File: src/rtl/pipe_hazard_ctrl.sv
// Pipeline register sequencer: load-use bubbles, ID redirect flushes, data-memory wait stalls.
// Enables are same-cycle combinational; counters/err register on the edge; a missing mem ack freezes the pipe until timeout.
module pipe_hazard_ctrl #(
    parameter int MEM_TIMEOUT = 64,
    parameter int CNT_W       = 32
) (
    input  logic             clk_i,
    input  logic             rst_i,
    input  logic             start_i,
    input  logic             IDEX_MemRead_i,
    input  logic [4:0]       IDEX_RT_i,
    input  logic [4:0]       IFID_RS_i,
    input  logic [4:0]       IFID_RT_i,
    input  logic             branch_taken_i,
    input  logic             jump_i,
    input  logic             mem_req_i,
    input  logic             mem_ack_i,
    output logic             PC_Write_o,
    output logic             IFID_Write_o,
    output logic             IFID_Flush_o,
    output logic             IDEX_Bubble_o,
    output logic             pipe_stall_o,
    output logic             err_o,
    output logic [CNT_W-1:0] stall_cnt_o,
    output logic [CNT_W-1:0] flush_cnt_o
);

    typedef enum logic [1:0] {
        S_RUN      = 2'd0,
        S_MEM_WAIT = 2'd1,
        S_ERROR    = 2'd2
    } state_t;

    // The request cycle is the first stall cycle, so ERROR is entered once the
    // counter would reach MEM_TIMEOUT-1, giving MEM_TIMEOUT stall cycles total.
    localparam logic [7:0]       WAIT_LAST = 8'(MEM_TIMEOUT - 2);
    localparam logic [CNT_W-1:0] CNT_MAX   = '1;

    state_t     state;
    state_t     state_nxt;
    logic [7:0] wait_cnt;
    logic [7:0] wait_cnt_nxt;
    logic       load_use;
    logic       redirect;
    logic       hold;

    assign load_use = IDEX_MemRead_i && (IDEX_RT_i != 5'd0) &&
                      ((IDEX_RT_i == IFID_RS_i) || (IDEX_RT_i == IFID_RT_i));
    assign redirect = branch_taken_i || jump_i;

    always_comb begin
        state_nxt     = state;
        wait_cnt_nxt  = wait_cnt;
        hold          = 1'b0;
        PC_Write_o    = 1'b0;
        IFID_Write_o  = 1'b0;
        IFID_Flush_o  = 1'b0;
        IDEX_Bubble_o = 1'b0;
        pipe_stall_o  = 1'b0;

        if (rst_i) begin
            state_nxt    = S_RUN;
            wait_cnt_nxt = '0;
        end else if (!start_i) begin
            pipe_stall_o = 1'b1;
        end else begin
            unique case (state)
                S_RUN: begin
                    hold = mem_req_i && !mem_ack_i;
                    if (hold) begin
                        state_nxt = S_MEM_WAIT;
                    end
                end
                S_MEM_WAIT: begin
                    hold = !mem_ack_i;
                    if (hold) begin
                        wait_cnt_nxt = wait_cnt + 8'd1;
                        if (wait_cnt == WAIT_LAST) begin
                            state_nxt = S_ERROR;
                        end
                    end else begin
                        state_nxt    = S_RUN;
                        wait_cnt_nxt = '0;
                    end
                end
                S_ERROR: begin
                    hold = 1'b1;
                end
                default: begin
                    hold      = 1'b1;
                    state_nxt = S_RUN;
                end
            endcase

            // A redirect under a bubble or stall is dropped; ID keeps the branch and re-raises it.
            if (hold) begin
                pipe_stall_o = 1'b1;
            end else if (load_use) begin
                IDEX_Bubble_o = 1'b1;
            end else begin
                PC_Write_o   = 1'b1;
                IFID_Write_o = 1'b1;
                IFID_Flush_o = redirect;
            end
        end
    end

    always_ff @(posedge clk_i) begin
        if (rst_i) begin
            state       <= S_RUN;
            wait_cnt    <= '0;
            err_o       <= 1'b0;
            stall_cnt_o <= '0;
            flush_cnt_o <= '0;
        end else begin
            state    <= state_nxt;
            wait_cnt <= wait_cnt_nxt;
            if (state_nxt == S_ERROR) begin
                err_o <= 1'b1;
            end
            if (start_i && (state != S_ERROR) && !PC_Write_o && (stall_cnt_o != CNT_MAX)) begin
                stall_cnt_o <= stall_cnt_o + 1'b1;
            end
            if (IFID_Flush_o && (flush_cnt_o != CNT_MAX)) begin
                flush_cnt_o <= flush_cnt_o + 1'b1;
            end
        end
    end

endmodule

File: config.mk
export PLATFORM = sky130hd
export DESIGN_NAME = pipe_hazard_ctrl
export DESIGN_NICKNAME = d
export VERILOG_FILES = /design/src/rtl/pipe_hazard_ctrl.sv
export SDC_FILE = /design/constraint.sdc
export NUM_CORES = 1
export LEC_CHECK = 0
export BUFFER_PORTS_ARGS = -buffer_cell sky130_fd_sc_hd__buf_2
export CAP_MARGIN = 20
export CORE_UTILIZATION = 59
export DETAILED_ROUTE_END_ITERATION = 6
export PLACE_DENSITY = 0.93
export REMOVE_ABC_BUFFERS = 1
export SLEW_MARGIN = 20
export SYNTH_ARGS = -nofsm -noshare
export SYNTH_HDL_FRONTEND = slang
export SYNTH_SLANG_ARGS = --single-unit
File: constraint.sdc
create_clock -name clk_i -period 5.3 [get_ports clk_i]
set_input_delay 1.06 -clock clk_i [delete_from_list [all_inputs] [get_ports clk_i]]
set_output_delay 1.06 -clock clk_i [all_outputs]
set_load 0.005 [all_outputs]
==> metrics <==
status=finished clean; Port Buffers=92; number of buffers created by CTS=9; post-route ant nets=0; VDD IR-drop max=0.128 mV; top_reg_cell synth=dfxtp_1; Die Wd=85.8 um; Flop pwr share=0.550; Vias/cell=6.22; critical path class=input port to output pin; CP endpoint kind=output pin; Synth cell types=50; #FFs+latches synth=75; YS warnings=0; Clock Tree Root=clkbuf_8; CTS tree=built; setup violators final=0; Rows=30; Hold WS=0.497 ns; initial antenna violation count=0; Placed Area=0.00461 sq mm; synthesized area=0.00414 sq mm; placed insts=667; CTS clock-pin slew for the worst setup and hold paths=0.08 ns; CP max FO=57; core area=0.00679 sq mm; crit-path cells=buf_2 > or4_1 > o21ai_1 > o21ai_4 > buf_4 > inv_1 > buf_2; Leakage Power=1.85 nW; fin crit period=3.91 ns; crit-path most repeated cell=buf_2; Final Non-Filler Cells=683; worst stage delay on the critical path=0.51 ns; net switching power=0.000264 W; Max Clk Rate=256 MHz; Pre-antenna DRT Iters=4; Post-CTS Setup Repair Bufs=0; global route total overflow=0; Max-Cap Viols=0; GP Congestion=0.805; Ports=93; Setup TNS=0 ns; area growth from synthesis to layout=15.4%; Post-synth EDFFs=0; DRT iter0 DRCs=248; worst rel slew slack=0.272; total track usage=0.272; Final Slew Violations=0; via count=4,250; largest net degree at the start of global routing=87; WP data required=4.24 ns; global-route wire length before repair=16.2 mm; Core Util, Final=0.703; Synth Area per Inst=8.13 sq um; RSZ-0062 raised after global routing=false; switching portion of total power=0.255; layout cells sized above 1=0.227; Worst path slowest cell=or4_1; vias in the first global route=3,852; Wirelength per Cell=14.7 um; n_diodes=0; worst skew pair latency=0.35 ns; H-tree Lvls=3; Hold-fix buffers, CTS=0; Post-Syn Instances=509; Die Ht=85.8 um; clock skew=0.00749 ns; Hold Crit Class=flip-flop to flip-flop; fill cell count=532; layout net count=609; CP Data Arrival Time=2.85 ns; overall routed net length=10.0 mm; Worst Setup Start Kind=input port; DIE AREA=0.00736 sq mm; cell-internal power=0.000772 W; clock network fraction of total power=0.380; DRC viols=0; post-cts resize count=0; Final HPWL DP=6.88 mm; Synth async-reset ratio=0; Seq/Total Area, Yosys=0.363; final instance area=0.00478 sq mm; Gate power share=0.070; Tcrit/Tclk final=0.737; Initial Util=0.609; CTS Buffer Depth=2; pwr dens=217 mW/mm^2; worst-margin pin slew=1.09 ns; Clock Sinks=75; final hold violation count=0
routing by layer:
layer | track usage | up-vias | part of all wire
li1 | - | 2068 | -
met1 | 0.307 | 2013 | 0.42
met2 | 0.505 | 149 | 0.50
met3 | 0.0510 | 20 | 0.061
met4 | 0.103 | 0 | 0.016
met5 | 0 | - | 0
sequential cells by signal, indices dropped and copies added (netlist names):
signal and cells:
flush_cnt_o 32, stall_cnt_o 32, wait_cnt 8, state 2, err_o 1
worst paths after layout:
path	start	endpoint	slack [ns]	cells after the start
max	IDEX_RT_i[1]	PC_Write_o	1.39	7
min	stall_cnt_o[4]	stall_cnt_o[4]	0.50	2
max reg2reg	flush_cnt_o[10]	flush_cnt_o[16]	2.33	6
min reg2reg	stall_cnt_o[4]	stall_cnt_o[4]	0.50	2
power by group through the flow:
stage / Clock (W) / Combinational (W) / Sequential, W
final: 0.000394 / 0.0000728 / 0.000570
after global routing: 0.000425 / 0.0000801 / 0.000570
after CTS: 0.000400 / 0.0000720 / 0.000569
after detailed placement: 0 / 0.0000717 / 0.000583
after global placement: 0 / 0.0000682 / 0.000583
after floorplan: 0 / 0.0000347 / 0.000582
placed cells by master (no fill, tap or decap), types with 2 or more instances in the layout:
| master | instances |
|---|---|
| clkbuf_8 | 10 |
| dfxtp_1 | 75 |
| and2_1 | 7 |
| o21ai_0 | 17 |
| a211oi_1 | 2 |
| and4_1 | 4 |
| o21ba_2 | 2 |
| nand4_1 | 18 |
| a21oi_1 | 50 |
| nand3_1 | 34 |
| nor2b_1 | 17 |
| buf_4 | 3 |
| inv_1 | 11 |
| mux2_2 | 14 |
| and3_1 | 11 |
| nor3_1 | 9 |
| ha_1 | 4 |
| or3_1 | 12 |
| clkinv_2 | 2 |
| nor2_1 | 40 |
| o31a_1 | 3 |
| nor4b_1 | 2 |
| xor2_1 | 15 |
| o31ai_1 | 33 |
| clkbuf_1 | 2 |
| nand2_1 | 28 |
| nor4_1 | 10 |
| or4_1 | 37 |
| buf_2 | 92 |
per-stage QoR:
stage                     setup slack (ns)  power (W)
after detailed placement              1.42   0.000654
after global routing                  1.29    0.00107
after CTS                             1.42    0.00104
after global placement                1.47   0.000651
after floorplan                      0.646   0.000617
final                                 1.39    0.00104
worst max-delay path, delay by kind of cell:
family | cells | cell delay, ns
compound gates | 2 | 0.41
buf+inv | 4 | 0.84
simple gates | 1 | 0.51
cell usage after synthesis, drive strengths merged, types with 2 or more instances:
cell type | instances | area, sq um
mux2 | 14 | 158
buf | 12 | 67.6
nand4 | 20 | 146
dfxtp | 75 | 1500
nor4b | 2 | 17.5
o21ai | 19 | 95.1
clkbuf | 21 | 80.1
o31a | 3 | 26.3
nor2b | 17 | 106
xor2 | 15 | 131
ha | 4 | 50.1
and4 | 4 | 35.0
or3 | 13 | 82.6
o21ba | 2 | 20.0
nor4 | 11 | 83.8
a21oi | 50 | 250
nand2 | 28 | 105
nand3 | 35 | 180
inv | 11 | 41.3
or4 | 37 | 278
a211oi | 2 | 15.0
o31ai | 33 | 248
and3 | 11 | 68.8
nor2 | 40 | 150
nor3 | 9 | 45.0
and2 | 7 | 43.8
kinds of logic (layout without fill, tap and decap cells):
kind of cell | count (synthesis) | after routing | share of synthesized area
xor gates and xnor gates | 16 | 16 | 0.0338
buffers and inverters | 44 | 122 | 0.0456
AOI/OAI and AO/OA | 115 | 115 | 0.170
muxes | 14 | 14 | 0.0381
adders and majority gates | 4 | 4 | 0.0121
and+or+nand+nor | 241 | 241 | 0.338
DFF | 75 | 75 | 0.363
cell type report:
type	instances	area, sq um	area share
clock buffers	12	145	0.0304
clock inverters	4	26.3	0.00550
well taps	96	120	0.0251
inverters	11	41.3	0.00864
multi-input cells	390	2460	0.515
repair buffers	95	483	0.101
flip-flops and latches	75	1500	0.314
Power figures use the tool's default switching activity.
